$ cat config.mk
export PLATFORM = sky130hd
export DESIGN_NAME = operand_forward_unit
export DESIGN_NICKNAME = d
export VERILOG_FILES = /design/src/rtl/operand_forward_unit_pkg.sv /design/src/rtl/operand_forward_unit_sel.sv /design/src/rtl/operand_forward_unit.sv
export SDC_FILE = /design/constraint.sdc
export NUM_CORES = 1
export LEC_CHECK = 0
export ABC_AREA = 1
export BUFFER_PORTS_ARGS = -buffer_cell sky130_fd_sc_hd__buf_2
export CAP_MARGIN = 10
export CORE_ASPECT_RATIO = 0.6
export CORE_MARGIN = 1.5
export CORE_UTILIZATION = 50
export CTS_CLUSTER_SIZE = 14
export DETAILED_ROUTE_END_ITERATION = 10
export GPL_TIMING_DRIVEN = 0
export PLACE_DENSITY_LB_ADDON = 0.1
export SYNTH_ARGS = -nofsm -noshare
export SYNTH_HDL_FRONTEND = slang
export SYNTH_SLANG_ARGS = --single-unit
export TNS_END_PERCENT = 20
$ cat constraint.sdc
create_clock -name clk -period 2.63 [get_ports clk]
set_input_delay 0.6575 -clock clk [delete_from_list [all_inputs] [get_ports clk]]
set_output_delay 0.6575 -clock clk [all_outputs]
set_load 0.02 [all_outputs]
$ cat src/rtl/operand_forward_unit_pkg.sv
// Shared definitions for the operand forwarding unit: forward-source codes and
// the bit layout of one EX/MEM/WB scoreboard entry.
package operand_forward_unit_pkg;

    localparam int FWD_SEL_WIDTH = 2;

    typedef enum logic [FWD_SEL_WIDTH-1:0] {
        FWD_SEL_ID  = 2'd0,
        FWD_SEL_EX  = 2'd1,
        FWD_SEL_MEM = 2'd2,
        FWD_SEL_WB  = 2'd3
    } fwd_sel_e;

    // Scoreboard entry: {addr, is_load, we, valid}, valid at bit 0.
    localparam int SB_VALID_BIT = 0;
    localparam int SB_WE_BIT    = 1;
    localparam int SB_LOAD_BIT  = 2;
    localparam int SB_ADDR_LSB  = 3;

    function automatic int sb_entry_width(input int addr_width);
        return SB_ADDR_LSB + addr_width;
    endfunction

endpackage

$ cat src/rtl/operand_forward_unit_sel.sv
// Per-operand forwarding mux: finds the newest in-flight producer of one source
// register and flags when that producer is a load still sitting in EX.
module fwd_operand_sel
    import operand_forward_unit_pkg::*;
#(
    parameter int DATA_WIDTH    = 16,
    parameter int RF_ADDR_WIDTH = 3,
    parameter int ZERO_REG_EN   = 1
) (
    input  logic [RF_ADDR_WIDTH-1:0]             i_src_addr,
    input  logic [DATA_WIDTH-1:0]                i_src_data,
    input  logic [RF_ADDR_WIDTH+SB_ADDR_LSB-1:0] i_ex_entry,
    input  logic [RF_ADDR_WIDTH+SB_ADDR_LSB-1:0] i_mem_entry,
    input  logic [RF_ADDR_WIDTH+SB_ADDR_LSB-1:0] i_wb_entry,
    input  logic [DATA_WIDTH-1:0]                i_ex_result,
    input  logic [DATA_WIDTH-1:0]                i_mem_result,
    input  logic [DATA_WIDTH-1:0]                i_wb_result,
    output logic [FWD_SEL_WIDTH-1:0]             o_sel,
    output logic [DATA_WIDTH-1:0]                o_data,
    output logic                                 o_load_hit
);

    localparam int SB_W = RF_ADDR_WIDTH + SB_ADDR_LSB;

    function automatic logic entry_hit(input logic [SB_W-1:0] e, input logic [RF_ADDR_WIDTH-1:0] a);
        return e[SB_VALID_BIT] && e[SB_WE_BIT] && (e[SB_ADDR_LSB +: RF_ADDR_WIDTH] == a);
    endfunction

    logic w_is_zero;
    logic w_sel_is_load;

    assign w_is_zero = (ZERO_REG_EN != 0) && (i_src_addr == '0);

    // NOTE: every output gets a default first so no path leaves it unassigned (no latch).
    always_comb begin
        o_sel         = FWD_SEL_ID;
        o_data        = i_src_data;
        w_sel_is_load = 1'b0;
        if (w_is_zero) begin
            o_data = '0;
        end else if (entry_hit(i_ex_entry, i_src_addr)) begin
            o_sel         = FWD_SEL_EX;
            o_data        = i_ex_result;
            w_sel_is_load = i_ex_entry[SB_LOAD_BIT];
        end else if (entry_hit(i_mem_entry, i_src_addr)) begin
            o_sel         = FWD_SEL_MEM;
            o_data        = i_mem_result;
            w_sel_is_load = i_mem_entry[SB_LOAD_BIT];
        end else if (entry_hit(i_wb_entry, i_src_addr)) begin
            o_sel         = FWD_SEL_WB;
            o_data        = i_wb_result;
            w_sel_is_load = i_wb_entry[SB_LOAD_BIT];
        end
    end

    // Load data is only unavailable while the load is still in EX.
    assign o_load_hit = w_sel_is_load && (o_sel == FWD_SEL_EX);

endmodule

$ cat src/rtl/operand_forward_unit.sv
// Forwarding and load-use hazard unit: tracks in-flight destinations, muxes the
// newest value per source operand and registers the result into ID/EX.
module operand_forward_unit
    import operand_forward_unit_pkg::*;
#(
    parameter int DATA_WIDTH    = 16,
    parameter int RF_ADDR_WIDTH = 3,
    parameter int NUM_OPS       = 2,
    parameter int ZERO_REG_EN   = 1,
    parameter int CNT_WIDTH     = 16
) (
    input  logic                               clk,
    input  logic                               rst,
    input  logic                               id_valid,
    input  logic [NUM_OPS*RF_ADDR_WIDTH-1:0]   id_src_addr,
    input  logic [NUM_OPS*DATA_WIDTH-1:0]      id_src_data,
    input  logic [RF_ADDR_WIDTH-1:0]           id_dst_addr,
    input  logic                               id_dst_we,
    input  logic                               id_is_load,
    input  logic [DATA_WIDTH-1:0]              ex_result,
    input  logic [DATA_WIDTH-1:0]              mem_result,
    input  logic [DATA_WIDTH-1:0]              wb_result,
    input  logic                               flush,
    input  logic                               hold,
    output logic                               stall_out,
    output logic                               ex_valid,
    output logic [NUM_OPS*DATA_WIDTH-1:0]      ex_op_data,
    output logic [NUM_OPS*FWD_SEL_WIDTH-1:0]   ex_fwd_sel,
    output logic [RF_ADDR_WIDTH-1:0]           ex_dst_addr,
    output logic                               ex_dst_we,
    output logic [CNT_WIDTH-1:0]               stall_cnt
);

    localparam int SB_W = sb_entry_width(RF_ADDR_WIDTH);

    logic [SB_W-1:0]                  r_sb_ex, r_sb_mem, r_sb_wb;
    logic                             r_ex_valid;
    logic [NUM_OPS*DATA_WIDTH-1:0]    r_ex_op_data;
    logic [NUM_OPS*FWD_SEL_WIDTH-1:0] r_ex_fwd_sel;
    logic [RF_ADDR_WIDTH-1:0]         r_ex_dst_addr;
    logic                             r_ex_dst_we;
    logic [CNT_WIDTH-1:0]             r_stall_cnt;

    logic [NUM_OPS-1:0]               w_load_hit;
    logic [NUM_OPS*DATA_WIDTH-1:0]    w_op_data;
    logic [NUM_OPS*FWD_SEL_WIDTH-1:0] w_op_sel;
    logic                             w_issue;
    logic                             w_dst_we;
    logic [SB_W-1:0]                  w_sb_next;

    for (genvar k = 0; k < NUM_OPS; k++) begin : g_op
        fwd_operand_sel #(
            .DATA_WIDTH    (DATA_WIDTH),
            .RF_ADDR_WIDTH (RF_ADDR_WIDTH),
            .ZERO_REG_EN   (ZERO_REG_EN)
        ) u_sel (
            .i_src_addr   (id_src_addr[k*RF_ADDR_WIDTH +: RF_ADDR_WIDTH]),
            .i_src_data   (id_src_data[k*DATA_WIDTH +: DATA_WIDTH]),
            .i_ex_entry   (r_sb_ex),
            .i_mem_entry  (r_sb_mem),
            .i_wb_entry   (r_sb_wb),
            .i_ex_result  (ex_result),
            .i_mem_result (mem_result),
            .i_wb_result  (wb_result),
            .o_sel        (w_op_sel[k*FWD_SEL_WIDTH +: FWD_SEL_WIDTH]),
            .o_data       (w_op_data[k*DATA_WIDTH +: DATA_WIDTH]),
            .o_load_hit   (w_load_hit[k])
        );
    end

    // A flushed instruction is discarded, so it never needs to wait on a load.
    assign stall_out = id_valid && (|w_load_hit) && !flush;
    assign w_issue   = id_valid && !stall_out && !flush && !hold;
    assign w_dst_we  = id_dst_we && !((ZERO_REG_EN != 0) && (id_dst_addr == '0));

    always_comb begin
        w_sb_next = '0;
        if (w_issue) begin
            w_sb_next[SB_VALID_BIT]                      = 1'b1;
            w_sb_next[SB_WE_BIT]                         = w_dst_we;
            w_sb_next[SB_LOAD_BIT]                       = id_is_load;
            w_sb_next[SB_ADDR_LSB +: RF_ADDR_WIDTH]      = id_dst_addr;
        end
    end

    // NOTE: sequential state uses non-blocking assignments so the EX->MEM->WB shift reads pre-edge values.
    always_ff @(posedge clk or posedge rst) begin
        if (rst) begin
            r_sb_ex       <= '0;
            r_sb_mem      <= '0;
            r_sb_wb       <= '0;
            r_ex_valid    <= 1'b0;
            r_ex_op_data  <= '0;
            r_ex_fwd_sel  <= '0;
            r_ex_dst_addr <= '0;
            r_ex_dst_we   <= 1'b0;
            r_stall_cnt   <= '0;
        end else if (!hold) begin
            r_sb_ex    <= w_sb_next;
            r_sb_mem   <= r_sb_ex;
            r_sb_wb    <= r_sb_mem;
            r_ex_valid <= w_issue;
            if (w_issue) begin
                r_ex_op_data  <= w_op_data;
                r_ex_fwd_sel  <= w_op_sel;
                r_ex_dst_addr <= id_dst_addr;
                r_ex_dst_we   <= w_dst_we;
            end else begin
                r_ex_dst_we   <= 1'b0;
            end
            if (stall_out && (r_stall_cnt != '1)) begin
                r_stall_cnt <= r_stall_cnt + 1'b1;
            end
        end
    end

    assign ex_valid    = r_ex_valid;
    assign ex_op_data  = r_ex_op_data;
    assign ex_fwd_sel  = r_ex_fwd_sel;
    assign ex_dst_addr = r_ex_dst_addr;
    assign ex_dst_we   = r_ex_dst_we;
    assign stall_cnt   = r_stall_cnt;

endmodule

==> impl_metrics.json <==
{
  "drt_iter0_markers": 680,
  "wl_per_cell_um": 17.2,
  "status": "completed",
  "cts_buffers": 9,
  "fin_crit_ns": 2.47,
  "maxCapViolations": 0,
  "postSynthCellCount": 717,
  "fmax_ghz": 0.405,
  "seqPwrFrac_pct": 37.5,
  "hold_viol": 0,
  "vias": 5585,
  "chipHeight_um": 78.6,
  "yosys_warnings": 0,
  "cts_setup_buffers": 0,
  "grt_max_degree": 72,
  "syn_area_per_cell_um2": 6.65,
  "gr-total-overflow": 0,
  "diodes": 0,
  "p_sw_share_pct": 29.1,
  "fin_setup_tns_ns": 0,
  "arrival_ns": 1.81,
  "final_area_um2": 6060,
  "clock_tree.root_cell": "clkbuf_16",
  "switchingPower_uw": 993,
  "synth-edff-count": 0,
  "hold_depth": 2,
  "ys_ff_latch": 71,
  "synth_fp_nets": 814,
  "post-route-period-util_pct": 93.8,
  "cellLeakagePower_uw": 0.00334,
  "ys_top_cells_by_area": "dfrtp_1 37%, nand2_1 21%, nand3_1 15%",
  "drt_wl_total_um": 17500,
  "critical_path.max_fanout": 6,
  "gp_congestion": 0.980,
  "cp-end-kind": "output pin",
  "grt_pass1_vias": 5127,
  "ir_drop_uv": 303,
  "p_clk_share_pct": 42.6,
  "drc": 0,
  "p_int_uw": 2410,
  "fp.dieW_um": 129,
  "skew_ns": 0.00530,
  "max_slew.worst_pin.slew_ns": 0.888,
  "grt_use_total_pct": 36.0,
  "fp-row-count": 27,
  "rsz0062_at_grt": "false",
  "slew_headroom_pct": 40.8,
  "clk_path_buf_depth": 2,
  "area_growth_pct": 27.0,
  "crit_required_ns": 1.97,
  "antenna_left": 0,
  "yosysTopAreaCellShare_pct": 37.3,
  "dp.cells": 1000,
  "ys_async_sr_fraction_pct": 100,
  "htreeDepth": 3,
  "hold_buffers": 0,
  "dieArea_um2": 10200,
  "hp-class": "flop to flop",
  "critPathKind": "primary input to output pin",
  "setup_viol": 0,
  "powerDensity_nw_per_um2": 562,
  "dr.pass1.iters": 6,
  "tritoncts": "yes",
  "synth_ff_type": "dfrtp_1",
  "start_util_pct": 51.7,
  "worstSkewPairLatency_ns": 0.34,
  "crit_path_start_kind": "primary input",
  "netlist_area_um2": 4770,
  "io_buffer_count": 153,
  "ys_types": 30,
  "vias_per_cell": 5.50,
  "synth_seq_area_share_pct": 37.3,
  "dp_hpwl_um": 13600,
  "drive_above_1_share_pct": 25.3,
  "final_nets": 978,
  "final_cells": 1016,
  "comb_power_share_pct": 19.9,
  "core-area_um2": 9220,
  "yosys.area.top_type": "dfrtp_1",
  "ff2ff_path_depth": 10,
  "clkTransAtPathRegs_ns": 0.06,
  "grt_antenna_before_repair": 0,
  "clock-sinks": 71,
  "design.portCount": 154,
  "grt_pass1_wl_um": 27300,
  "postCtsResizedCells": 0,
  "slew_viol_final": 0,
  "place_area_um2": 5700
}
## sequential cells by signal, summed over array words and instances, names as in the netlist
signal,count
ex_dst_addr,3
ex_dst_we,1
ex_fwd_sel,4
ex_op_data,32
r_sb_ex,5
r_sb_mem,5
r_sb_wb,5
stall_cnt,16
## cells in the final DEF (no fill, tap or decap), types with 8 or more instances in the layout
master and n:
nand2_1 266, inv_2 8, inv_1 73, o21ai_0 18, xnor2_1 10, nor2_1 22, nand3_1 141, clkbuf_16 9
buf_2 168, dfrtp_1 71, o21ai_1 38
## metrics by stage
stage	setup WS (ns)	utilization, %	hold slack, ns	power (uW)
floorplan	0.176	-	0.449	1660
global placement	-0.628	61.8	0.462	1930
detailed placement	0.178	61.8	0.470	1960
CTS	0.169	65.7	0.486	3410
global route	0.0288	65.7	0.513	3550
finish	0.162	65.7	0.483	3410
## worst max-delay path, stage by stage
cell and delay [ns]:
buf_2 0.13, inv_2 0.08, nand2_1 0.07, nand2_1 0.05, nor2_1 0.16, nand3_1 0.11, nand2_2 0.16, nand2_4 0.12
inv_1 0.09, buf_2 0.16
## final cells by class
cell class              instances  area, um2
fillers                       827       3170
multi-input cells             534       2480
flip-flops and latches         71       1780
repair buffers                153        766
inverters                      84        318
clock buffers                  11        253
plain buffers                  28        191
well taps                     130        163
clock inverters                 5        104
## final timing paths
kind,slack [ns],to,startpoint
min in group asynchronous,0.51,r_sb_wb[3],rst
min,0.48,r_sb_wb[0],r_sb_wb[0]
min reg2reg,0.48,r_sb_wb[0],r_sb_wb[0]
max reg2reg,0.67,ex_op_data[9],r_sb_mem[1]
max in group asynchronous,1.54,ex_op_data[10],rst
max,0.16,stall_out,id_src_addr[4]
## power groups by stage
stage / sequential (uW) / combinational [uW] / clock [uW]
6_report: 1280 / 678 / 1450
5_1_grt: 1290 / 739 / 1530
4_1_cts: 1270 / 670 / 1470
3_5_place_dp: 1290 / 667 / 0
3_3_place_gp: 1280 / 650 / 0
2_1_floorplan: 1400 / 259 / 0
## logic make-up after synthesis
kind of cell | count (synthesis) | synth area share, %
compound gates | 62 | 6.61
buf+inv | 112 | 10.6
simple gates | 455 | 42.3
fa+ha+maj | 1 | 0.262
xor+xnor | 16 | 2.94
flops | 71 | 37.3
## synthesized netlist by cell type, drive strengths merged, types with 2 or more instances
cell    count
a21oi       3
o21ai      56
nand3     144
o22ai       2
xor2        6
inv        82
clkinv      2
dfrtp      71
xnor2      10
nor3        3
nor2       31
nand4       3
nand2     273
clkbuf      2
buf        26
## metal layers
| metal | share of wire, % | global-route usage [%] |
|---|---|---|
| met3 | 12 | 11.9 |
| met1 | 46 | 53.0 |
| met2 | 41 | 50.6 |
| met4 | 1.5 | 7.87 |
| met5 | 0 | 0 |
Note: power is estimated with default switching activity, not from simulation.
